`config.mk`:
```
export PLATFORM = sky130hd
export DESIGN_NAME = boom_data_array_arbiter
export DESIGN_NICKNAME = d
export VERILOG_FILES = /design/src/rtl/boom_data_array_arbiter.sv
export SDC_FILE = /design/constraint.sdc
export NUM_CORES = 1
export LEC_CHECK = 0
export BUFFER_PORTS_ARGS = -buffer_cell sky130_fd_sc_hd__buf_4
export CAP_MARGIN = 25
export CORE_AREA = 4 4 139 141
export CTS_CLUSTER_DIAMETER = 100
export DETAILED_ROUTE_END_ITERATION = 8
export DIE_AREA = 0 0 143 145
export PLACE_DENSITY = 0.49
export SYNTH_ARGS = -nofsm -noshare
export SYNTH_HDL_FRONTEND = slang
export SYNTH_SLANG_ARGS = --single-unit
```
`constraint.sdc`:
```
create_clock -name clock -period 7.45 [get_ports clock]
set_clock_uncertainty 0.15 [all_clocks]
set_input_delay 0.3725 -clock clock [delete_from_list [all_inputs] [get_ports clock]]
set_output_delay 0.3725 -clock clock [all_outputs]
set_load 0.005 [all_outputs]
```
`src/rtl/boom_data_array_arbiter.sv`:
```
// boom_data_array_arbiter
//   Shares the L1D data array (one read port, one write port) between NREAD
//   read requesters (round-robin) and NWRITE write requesters (fixed priority,
//   index 0 highest). A read that hits the same row and an overlapping way of
//   the granted write is skipped in favour of the next eligible read. Reads
//   are tracked through the 2-cycle array latency so resp_valid/resp_id/
//   resp_way_en line up with the array's registered response data.
//
//   Optional: BOOM_DARB_STARVE_EN -- when the read at the head of round-robin
//   order has been skipped for a collision STARVE_LIMIT cycles in a row, all
//   write grants are withheld for one cycle so that read gets through.
//
// Ports
//   clock, reset                      clock, synchronous active-high reset
//   rd_req_valid/way_en/addr, ready   read requesters (flattened slices)
//   rd_s1_kill                        cancels the response of last cycle's read
//   wr_req_valid/way_en/addr/data     write requesters (flattened slices)
//   wr_req_ready                      write grant
//   arr_rd_*, arr_wr_*                array port controls
//   resp_valid, resp_id, resp_way_en  response tag aligned with array io_resp

// Per-read-lane collision detect against the granted write.
module boom_darb_rd_lane #(
  parameter int WAYS  = 8,
  parameter int ROW_W = 9
) (
  input  logic [WAYS-1:0]  rd_way_en,
  input  logic [ROW_W-1:0] rd_row,
  input  logic             wr_valid,
  input  logic [WAYS-1:0]  wr_way_en,
  input  logic [ROW_W-1:0] wr_row,
  output logic             collide
);
  assign collide = wr_valid && (rd_row == wr_row) && |(rd_way_en & wr_way_en);
endmodule

module boom_data_array_arbiter #(
  parameter int NREAD        = 3,
  parameter int NWRITE       = 2,
  parameter int WAYS         = 8,
  parameter int ADDR_W       = 12,
  parameter int ROW_LSB      = 3,
  parameter int DATA_W       = 64,
  parameter int STARVE_LIMIT = 4,
  localparam int ID_W  = (NREAD  > 1) ? $clog2(NREAD)  : 1,
  localparam int WID_W = (NWRITE > 1) ? $clog2(NWRITE) : 1,
  localparam int ROW_W = ADDR_W - ROW_LSB
) (
  input  logic                     clock,
  input  logic                     reset,
  input  logic [NREAD-1:0]         rd_req_valid,
  input  logic [NREAD*WAYS-1:0]    rd_req_way_en,
  input  logic [NREAD*ADDR_W-1:0]  rd_req_addr,
  output logic [NREAD-1:0]         rd_req_ready,
  input  logic                     rd_s1_kill,
  input  logic [NWRITE-1:0]        wr_req_valid,
  input  logic [NWRITE*WAYS-1:0]   wr_req_way_en,
  input  logic [NWRITE*ADDR_W-1:0] wr_req_addr,
  input  logic [NWRITE*DATA_W-1:0] wr_req_data,
  output logic [NWRITE-1:0]        wr_req_ready,
  output logic                     arr_rd_valid,
  output logic [WAYS-1:0]          arr_rd_way_en,
  output logic [ADDR_W-1:0]        arr_rd_addr,
  output logic                     arr_wr_valid,
  output logic [WAYS-1:0]          arr_wr_way_en,
  output logic [ADDR_W-1:0]        arr_wr_addr,
  output logic [DATA_W-1:0]        arr_wr_data,
  output logic                     resp_valid,
  output logic [ID_W-1:0]          resp_id,
  output logic [WAYS-1:0]          resp_way_en
);

  logic [ID_W-1:0]  rr_ptr;
  logic [ID_W-1:0]  rr_order [NREAD];
  logic [NREAD-1:0] rd_collide;
  logic             rd_any, head_seen, starve_evt, wr_hold, wr_any;
  logic [ID_W-1:0]  rd_sel;
  logic [WID_W-1:0] wr_sel;

  // s1/s2 track the read through SRAM access and the io_resp register
  logic             s1_valid, s2_valid;
  logic [ID_W-1:0]  s1_id, s2_id;
  logic [WAYS-1:0]  s1_way, s2_way;

  // ---- write arbitration: lowest index wins ----
  always_comb begin
    wr_any = 1'b0;
    wr_sel = '0;
    if (!reset && !wr_hold) begin
      for (int i = NWRITE-1; i >= 0; i--) begin
        if (wr_req_valid[i]) begin
          wr_any = 1'b1;
          wr_sel = WID_W'(i);
        end
      end
    end
  end

  assign wr_req_ready  = wr_any ? (NWRITE'(1) << wr_sel) : '0;
  assign arr_wr_valid  = wr_any;
  assign arr_wr_way_en = wr_req_way_en[wr_sel*WAYS +: WAYS];
  assign arr_wr_addr   = wr_req_addr[wr_sel*ADDR_W +: ADDR_W];
  assign arr_wr_data   = wr_req_data[wr_sel*DATA_W +: DATA_W];

  // ---- per-lane collision check and round-robin visiting order ----
  for (genvar g = 0; g < NREAD; g++) begin : g_rd
    logic [ID_W:0] sum;
    assign sum = {1'b0, rr_ptr} + (ID_W+1)'(g);
    assign rr_order[g] = (sum >= (ID_W+1)'(NREAD)) ? ID_W'(sum - (ID_W+1)'(NREAD))
                                                   : sum[ID_W-1:0];
    boom_darb_rd_lane #(.WAYS(WAYS), .ROW_W(ROW_W)) u_lane (
      .rd_way_en (rd_req_way_en[g*WAYS +: WAYS]),
      .rd_row    (rd_req_addr[g*ADDR_W+ROW_LSB +: ROW_W]),
      .wr_valid  (wr_any),
      .wr_way_en (arr_wr_way_en),
      .wr_row    (arr_wr_addr[ADDR_W-1:ROW_LSB]),
      .collide   (rd_collide[g])
    );
  end

  // ---- read arbitration: first valid, non-colliding lane from rr_ptr ----
  // starve_evt flags that the head-of-order read was skipped for a collision.
  always_comb begin
    rd_any     = 1'b0;
    rd_sel     = '0;
    head_seen  = 1'b0;
    starve_evt = 1'b0;
    if (!reset) begin
      for (int k = 0; k < NREAD; k++) begin
        if (rd_req_valid[rr_order[k]]) begin
          if (!head_seen) begin
            head_seen  = 1'b1;
            starve_evt = rd_collide[rr_order[k]];
          end
          if (!rd_any && !rd_collide[rr_order[k]]) begin
            rd_any = 1'b1;
            rd_sel = rr_order[k];
          end
        end
      end
    end
  end

  assign rd_req_ready  = rd_any ? (NREAD'(1) << rd_sel) : '0;
  assign arr_rd_valid  = rd_any;
  assign arr_rd_way_en = rd_req_way_en[rd_sel*WAYS +: WAYS];
  assign arr_rd_addr   = rd_req_addr[rd_sel*ADDR_W +: ADDR_W];

  // ---- pointer and read pipeline ----
  always_ff @(posedge clock) begin
    if (reset) begin
      rr_ptr   <= '0;
      s1_valid <= 1'b0;
      s1_id    <= '0;
      s1_way   <= '0;
      s2_valid <= 1'b0;
      s2_id    <= '0;
      s2_way   <= '0;
    end else begin
      if (rd_any)
        rr_ptr <= (rd_sel == ID_W'(NREAD-1)) ? '0 : rd_sel + 1'b1;
      s1_valid <= rd_any;
      s1_id    <= rd_sel;
      s1_way   <= arr_rd_way_en;
      // a killed read still occupies the array but produces no response
      s2_valid <= s1_valid & ~rd_s1_kill;
      s2_id    <= s1_id;
      s2_way   <= s1_way;
    end
  end

  assign resp_valid  = s2_valid;
  assign resp_id     = s2_id;
  assign resp_way_en = s2_way;

`ifdef BOOM_DARB_STARVE_EN
  localparam int SC_W = $clog2(STARVE_LIMIT + 1);
  logic [SC_W-1:0] starve_cnt;

  // reaching the limit withholds writes for exactly one cycle
  assign wr_hold = (starve_cnt == SC_W'(STARVE_LIMIT));

  always_ff @(posedge clock) begin
    if (reset || wr_hold || !starve_evt) starve_cnt <= '0;
    else                                 starve_cnt <= starve_cnt + 1'b1;
  end
`else
  assign wr_hold = 1'b0;
  wire unused_starve = starve_evt ^ (STARVE_LIMIT == 0);
`endif

endmodule

```
Word-level counts from Yosys, hierarchy flattened
Index checks and enable logic that the tools add are counted.
{"block": "word_totals", "regBits": 24, "in_bits": 236, "out_inout_bits": 122, "word_cells": 91}
{"block": "classes", "n_bitwise": 5, "eq_ne": 4, "n_shift": 7, "n_mul": 2, "reduce_logical": 15, "addsub": 6, "mux": 39, "n_lt_le_gt_ge": 6}
{"cell": "$shiftx A128 B8 Y64", "n": 1}
{"cell": "$shiftx A36 B7 Y12", "n": 1}
{"cell": "$eq A9 B9 Y1", "n": 3}
{"cell": "$and A8 B8 Y8", "n": 3}
{"cell": "$mux W2", "n": 12}
{"cell": "$reduce_or A8 Y1", "n": 3}
{"cell": "$shiftx A24 B6 Y12", "n": 1}
{"cell": "$shiftx A24 B6 Y8", "n": 1}
{"cell": "$mux W1", "n": 20}
{"cell": "$shiftx A16 B5 Y8", "n": 1}
{"cell": "$bmux W1 S2", "n": 6}
{"cell": "$lt A2 B3 Y1 const B", "n": 3}
{"cell": "$logic_and A1 B1 Y1", "n": 8}
{"cell": "$ge A3 B2 Y1 const B", "n": 2}
{"cell": "$sub A2 B2 Y2 const B", "n": 3}
{"cell": "$logic_not A1 Y1", "n": 4}
{"cell": "$mul A2 B2 Y4 const B", "n": 1}
{"cell": "$add A2 B1 Y3 const B", "n": 1}
{"cell": "$add A2 B2 Y3 const B", "n": 1}
{"cell": "$mul A1 B2 Y3 const B", "n": 1}
{"cell": "$mux W3", "n": 1}
{"cell": "$shl A1 B2 Y3 const A", "n": 1}
{"cell": "$add A2 B1 Y2 const B", "n": 1}
{"cell": "$eq A2 B2 Y1 const B", "n": 1}
{"cell": "other kinds (4)", "n": 4}

Logic depth before layout (Yosys ltp)
{"block": "logic_depth", "depth_word": 25, "ltp_mapped": 16}

Cells and area by module
Synthesis repeated with hierarchy kept, for this count alone.
{"block": "hier_totals", "hier_cells": 316, "hier_area_um2": 2787.7}
{"mod": "boom_data_array_arbiter", "area_each_um2": 2348.5, "instances": 1, "cells_per_inst": 262}
{"mod": "boom_darb_rd_lane", "area_each_um2": 146.4, "instances": 3, "cells_per_inst": 18}

Worst setup path before layout
OpenSTA, ideal clock, no wires.
{"block": "synth_path", "path_type": "input -> output", "from": "input port wr_req_valid[0]", "to": "output port arr_rd_addr[0]", "stages": 15, "path_slack_ps": 3463, "arrival_time_ps": 3464, "path_cell_list": "buf_2 -> or3b_4 -> inv_4 -> buf_8 -> mux2_2 -> a2111oi_2 -> nand3_1 -> a21boi_1 -> nand2_1 -> a32oi_2 -> inv_2 -> buf_2 -> buf_2 -> and2_1 -> a221o_1"}
{"block": "synth_via", "word_cells_on_any_way": 49}
{"item": "from (decl)", "line_no": "56", "rtl": "input logic [NWRITE-1:0] wr_req_valid,"}
{"item": "$mux W1 *", "line_no": "91", "rtl": "if (wr_req_valid[i]) begin"}
{"item": "$mux W1 *", "line_no": "89", "rtl": "if (!reset && !wr_hold) begin"}
{"item": "$shiftx A16 B5 Y8 *", "line_no": "101", "rtl": "assign arr_wr_way_en = wr_req_way_en[wr_sel*WAYS +: WAYS];"}
{"item": "via arr_wr_way_en[2]", "line_no": "65", "rtl": "output logic [WAYS-1:0] arr_wr_way_en,"}
{"item": "$and A8 B8 Y8", "line_no": "34", "rtl": "assign collide = wr_valid && (rd_row == wr_row) && |(rd_way_en & wr_way_en);"}
{"item": "$reduce_or A8 Y1", "line_no": "34"}
{"item": "$logic_and A1 B1 Y1", "line_no": "34"}
{"item": "$bmux W1 S2", "line_no": "135", "rtl": "if (!rd_any && !rd_collide[rr_order[k]]) begin"}
{"item": "[... 8 more ...]"}
{"item": "$mux W1", "line_no": "128", "rtl": "if (!reset) begin"}
{"item": "$logic_not A1 Y1", "line_no": "135"}
{"item": "$logic_and A1 B1 Y1", "line_no": "135"}
{"item": "$mux W2", "line_no": "135"}
{"item": "$mux W2 *", "line_no": "130", "rtl": "if (rd_req_valid[rr_order[k]]) begin"}
{"item": "$mux W2 *", "line_no": "128"}
{"item": "$mul A2 B2 Y4 *", "line_no": "147", "rtl": "assign arr_rd_addr = rd_req_addr[rd_sel*ADDR_W +: ADDR_W];"}
{"item": "$shiftx A36 B7 Y12 *", "line_no": "147"}
{"item": "to (decl)", "line_no": "63", "rtl": "output logic [ADDR_W-1:0] arr_rd_addr,"}
The timed path passes the listed nets; every way through them passes the cells marked *. The select of a mux whose other input is x is not followed.

Worst setup path after layout
{"block": "layout_path", "from": "input port reset", "to": "output port arr_rd_addr[11]"}
{"block": "layout_via", "elab_chain_cells": 23, "word_cells_on_any_way": 47}
{"item": "from (decl)", "line_no": "50", "rtl": "input logic reset,"}
{"item": "$mux W1", "line_no": "89"}
{"item": "$mul A1 B2 Y3", "line_no": "102", "rtl": "assign arr_wr_addr = wr_req_addr[wr_sel*ADDR_W +: ADDR_W];"}
{"item": "$shiftx A24 B6 Y12", "line_no": "102"}
{"item": "$eq A9 B9 Y1", "line_no": "34"}
{"item": "$logic_and A1 B1 Y1 (2 in series)", "line_no": "34"}
{"item": "$bmux W1 S2", "line_no": "135"}
{"item": "$mux W1 (not written as such)", "line_no": "135"}
{"item": "$mux W1", "line_no": "135"}
{"item": "[... 6 more ...]"}
{"item": "$mux W1", "line_no": "128"}
{"item": "$logic_not A1 Y1", "line_no": "135"}
{"item": "$logic_and A1 B1 Y1", "line_no": "135"}
{"item": "$mux W2", "line_no": "135"}
{"item": "$mux W2", "line_no": "130"}
{"item": "$mux W2 *", "line_no": "128"}
{"item": "$mul A2 B2 Y4 *", "line_no": "147"}
{"item": "$shiftx A36 B7 Y12 *", "line_no": "147"}
Mark *: on every way between the ends. The rest lies on a longest branch, timed or not. The select of a mux whose other input is x is not followed.

==> impl_results.md <==
* Non-filler cells, final at 1,096
* CTS tree: built
* Critical path startpoint category: input port
* Clk sink count at 24
* H-tree level count at 1
* Syn. warnings at 0
* ANT nets after route at 0
* Hold_buf cts at 0
* DRC Markers at 0
* Max frequency at 166.9 MHz
* Max-slew violations at 0
* Bufs on Longest Clock Path at 2
* Final min period at 5.991 ns
* Post-synth EDFFs at 0
* Normalized max-slew margin at 0.3574
* Layout area overhead at 86.18%
* Cell taking the most area after synthesis: nand2_1
* Critical Path RT at 6.93 ns
* Initial antenna violation count at 1
* TritonRoute pass-1 iters at 4
* Number of synthesized register bits at 24
* DP Wirelength at 17,830 um
* Placed cells at 1,091
* Avg Vias per Cell at 4.504
* Initial Util at 0.1890
* Ys flop type: dfxtp_1
* Critical path type: input port to output port
* Routed via count at 4,936
* Routability cong. at 0.8580
* Core ar. at 17,960 um2
* Worst-margin pin slew at 0.9639 ns
* Fin. Hold Viols at 0
* Multi-input combinational cell area at 2639 um2
* CP max FO at 74
* Mean area per synthesized cell at 6.359 um2
* Mapped cell area at 3396 um2
* Port bufs at 357
* RSZ-0062 raised after global routing: no
* Cell area after layout at 6322 um2
* Starting DRT DRC Count at 241
* Synthesized instance count at 534
* Die area at 20,740 um2
* Final period util at 0.8041
* Final worst slack at 1.459 ns
* Max Cap Viol at 0
* Setup TNS at 0 ns
* Worst IR Drop VDD at 143.0 uV
* Pwr dens at 145.5 nW/um2
* CTS Buf Count at 3
* Post-Syn Nets at 772
* Setup Viol. Count Final at 0
* Crit path DAT at 5.47 ns
* Clock insertion delay at the later pin of the skew report at 0.25 ns
* First-pass GRT wire length at 30,270 um
* Reg area at 480.5 um2
* Overflow after GRT at 0
* Global Route Usage Sum at 0.1863
* I/O pins at 358
* Leakage power at 0.003355 uW
* Die width at 143 um
* Commonest cells in the netlist: nand2_1, a221o_1, inv_1
* Vias in the first global route at 5,047
* CTS Root Cell: clkbuf_16
* Post-place setup slack at 1.442 ns
* Share of cells above drive strength 1 at 0.4469
* Status: completed
* Largest net degree at the start of global routing at 75
* Crit. End Element: output port
* Post-placement cell area at 6231 um2
* Die height at 145 um
* Setup Fix Bufs, Post-CTS at 0
* NumNets Final at 1,105
* Final wirelength at 20,780 um
* Yosys cell types at 57
* Resize count post-CTS at 0
* Top-count cell post-synth: nand2_1
* Hold Crit Class: input port to register
* Fillers at 1,985
* Asr flop ratio synth at 0
* Top cell type's share of synthesized area at 0.2553
* Cell row count at 49
* Register area share after synthesis at 0.1415
* Synth top area cells: nand2_1, dfxtp_1, a221o_1
* Wire per inst at 18.96 um
* Clk slew on worst S/H paths at 0.06 ns
-- placed cells by master (no fill, tap or decap), types with 3 or more instances in the layout --
cell and instances:
o2bb2ai_1 4, buf_4 361, nand3_1 6, nor4_1 3
xor2_1 14, dfxtp_1 24, a21oi_1 7, nor2_1 8
xnor2_1 3, nand2b_1 3, a31oi_1 5, nor3b_1 4
a221o_1 29, o311ai_0 3, clkbuf_16 3, nor2b_1 26
a2111oi_0 6, inv_1 28, a22oi_1 7, nand2_1 231
mux2i_1 18, nor3_1 3, and2_1 17, a221oi_1 3
mux2_2 10, o22ai_1 4
-- critical path, cell delays in order --
cell	delay, ns
buf_4	0.30
or3b_4	0.82
inv_4	0.37
mux2i_1	0.39
nor2_1	0.06
a2111oi_0	0.68
a41oi_2	0.35
nor3b_1	0.25
a32oi_2	0.43
inv_2	0.27
nor2_2	0.42
buf_4	0.35
a221o_1	0.23
buf_4	0.12
-- metrics by stage --
step | hold slack [ns] | total power, uW | util
after floorplan | 0.2638 | 473.0 | -
after global placement | 0.2691 | 805.3 | 0.3469
after detailed placement | 0.2739 | 803.8 | 0.3469
after CTS | 0.1194 | 929.6 | 0.3518
after global routing | 0.1269 | 987.1 | 0.3520
final | 0.1217 | 919.6 | 0.3520
-- metal layers --
metal / vias up / track usage / part of all wire
met1: 2240 / 0.2185 / 0.39
met4: 0 / 0.03707 / 0.016
li1: 2494 / - / -
met2: 183 / 0.3473 / 0.53
met3: 19 / 0.03685 / 0.067
met5: - / 0 / 0
-- worst paths after layout --
kind,startpoint,end,slack [ns],cells after the start
worst min-delay path,rd_s1_kill,resp_valid$_SDFF_PP0_,0.12,2
worst max-delay path,reset,arr_rd_addr[11],1.46,14
worst max register to register,rr_ptr[0]$_SDFFE_PP0P_,s1_way[0]$_SDFF_PP0_,4.15,12
worst min register to register,s1_way[7]$_SDFF_PP0_,resp_way_en[7]$_SDFF_PP0_,0.29,1
-- logic make-up after synthesis --
family	Yosys count	share of synthesized area
AND/OR/NAND/NOR	311	0.4112
AO/OA/AOI/OAI	89	0.2277
buffers and inverters	63	0.08216
multiplexers	28	0.08622
flip-flops	24	0.1415
XOR/XNOR	17	0.04385
adder cells (fa/ha/maj)	2	0.007368
-- report_power, final --
part	switching, uW	internal, uW	leakage [uW]
sequential	8.75	163	0.000198
clock	40.1	81.8	0.0000442
combinational	297	329	0.00311
-- flip-flops by register name, summed over array words and instances, names as in the netlist --
register / flops
s1_id: 2
rr_ptr: 2
resp_id: 2
s1_valid: 1
resp_valid: 1
s1_way: 8
resp_way_en: 8
-- layout make-up --
cell class | instances | share of cell area
well taps | 229 | 0.04532
inverters | 30 | 0.01821
repair buffers | 361 | 0.4287
diodes | 1 | 0.0003958
clock buffers | 4 | 0.01405
multi-input cells | 447 | 0.4174
flip-flops and latches | 24 | 0.07599
Note: power is estimated with default switching activity, not from simulation.
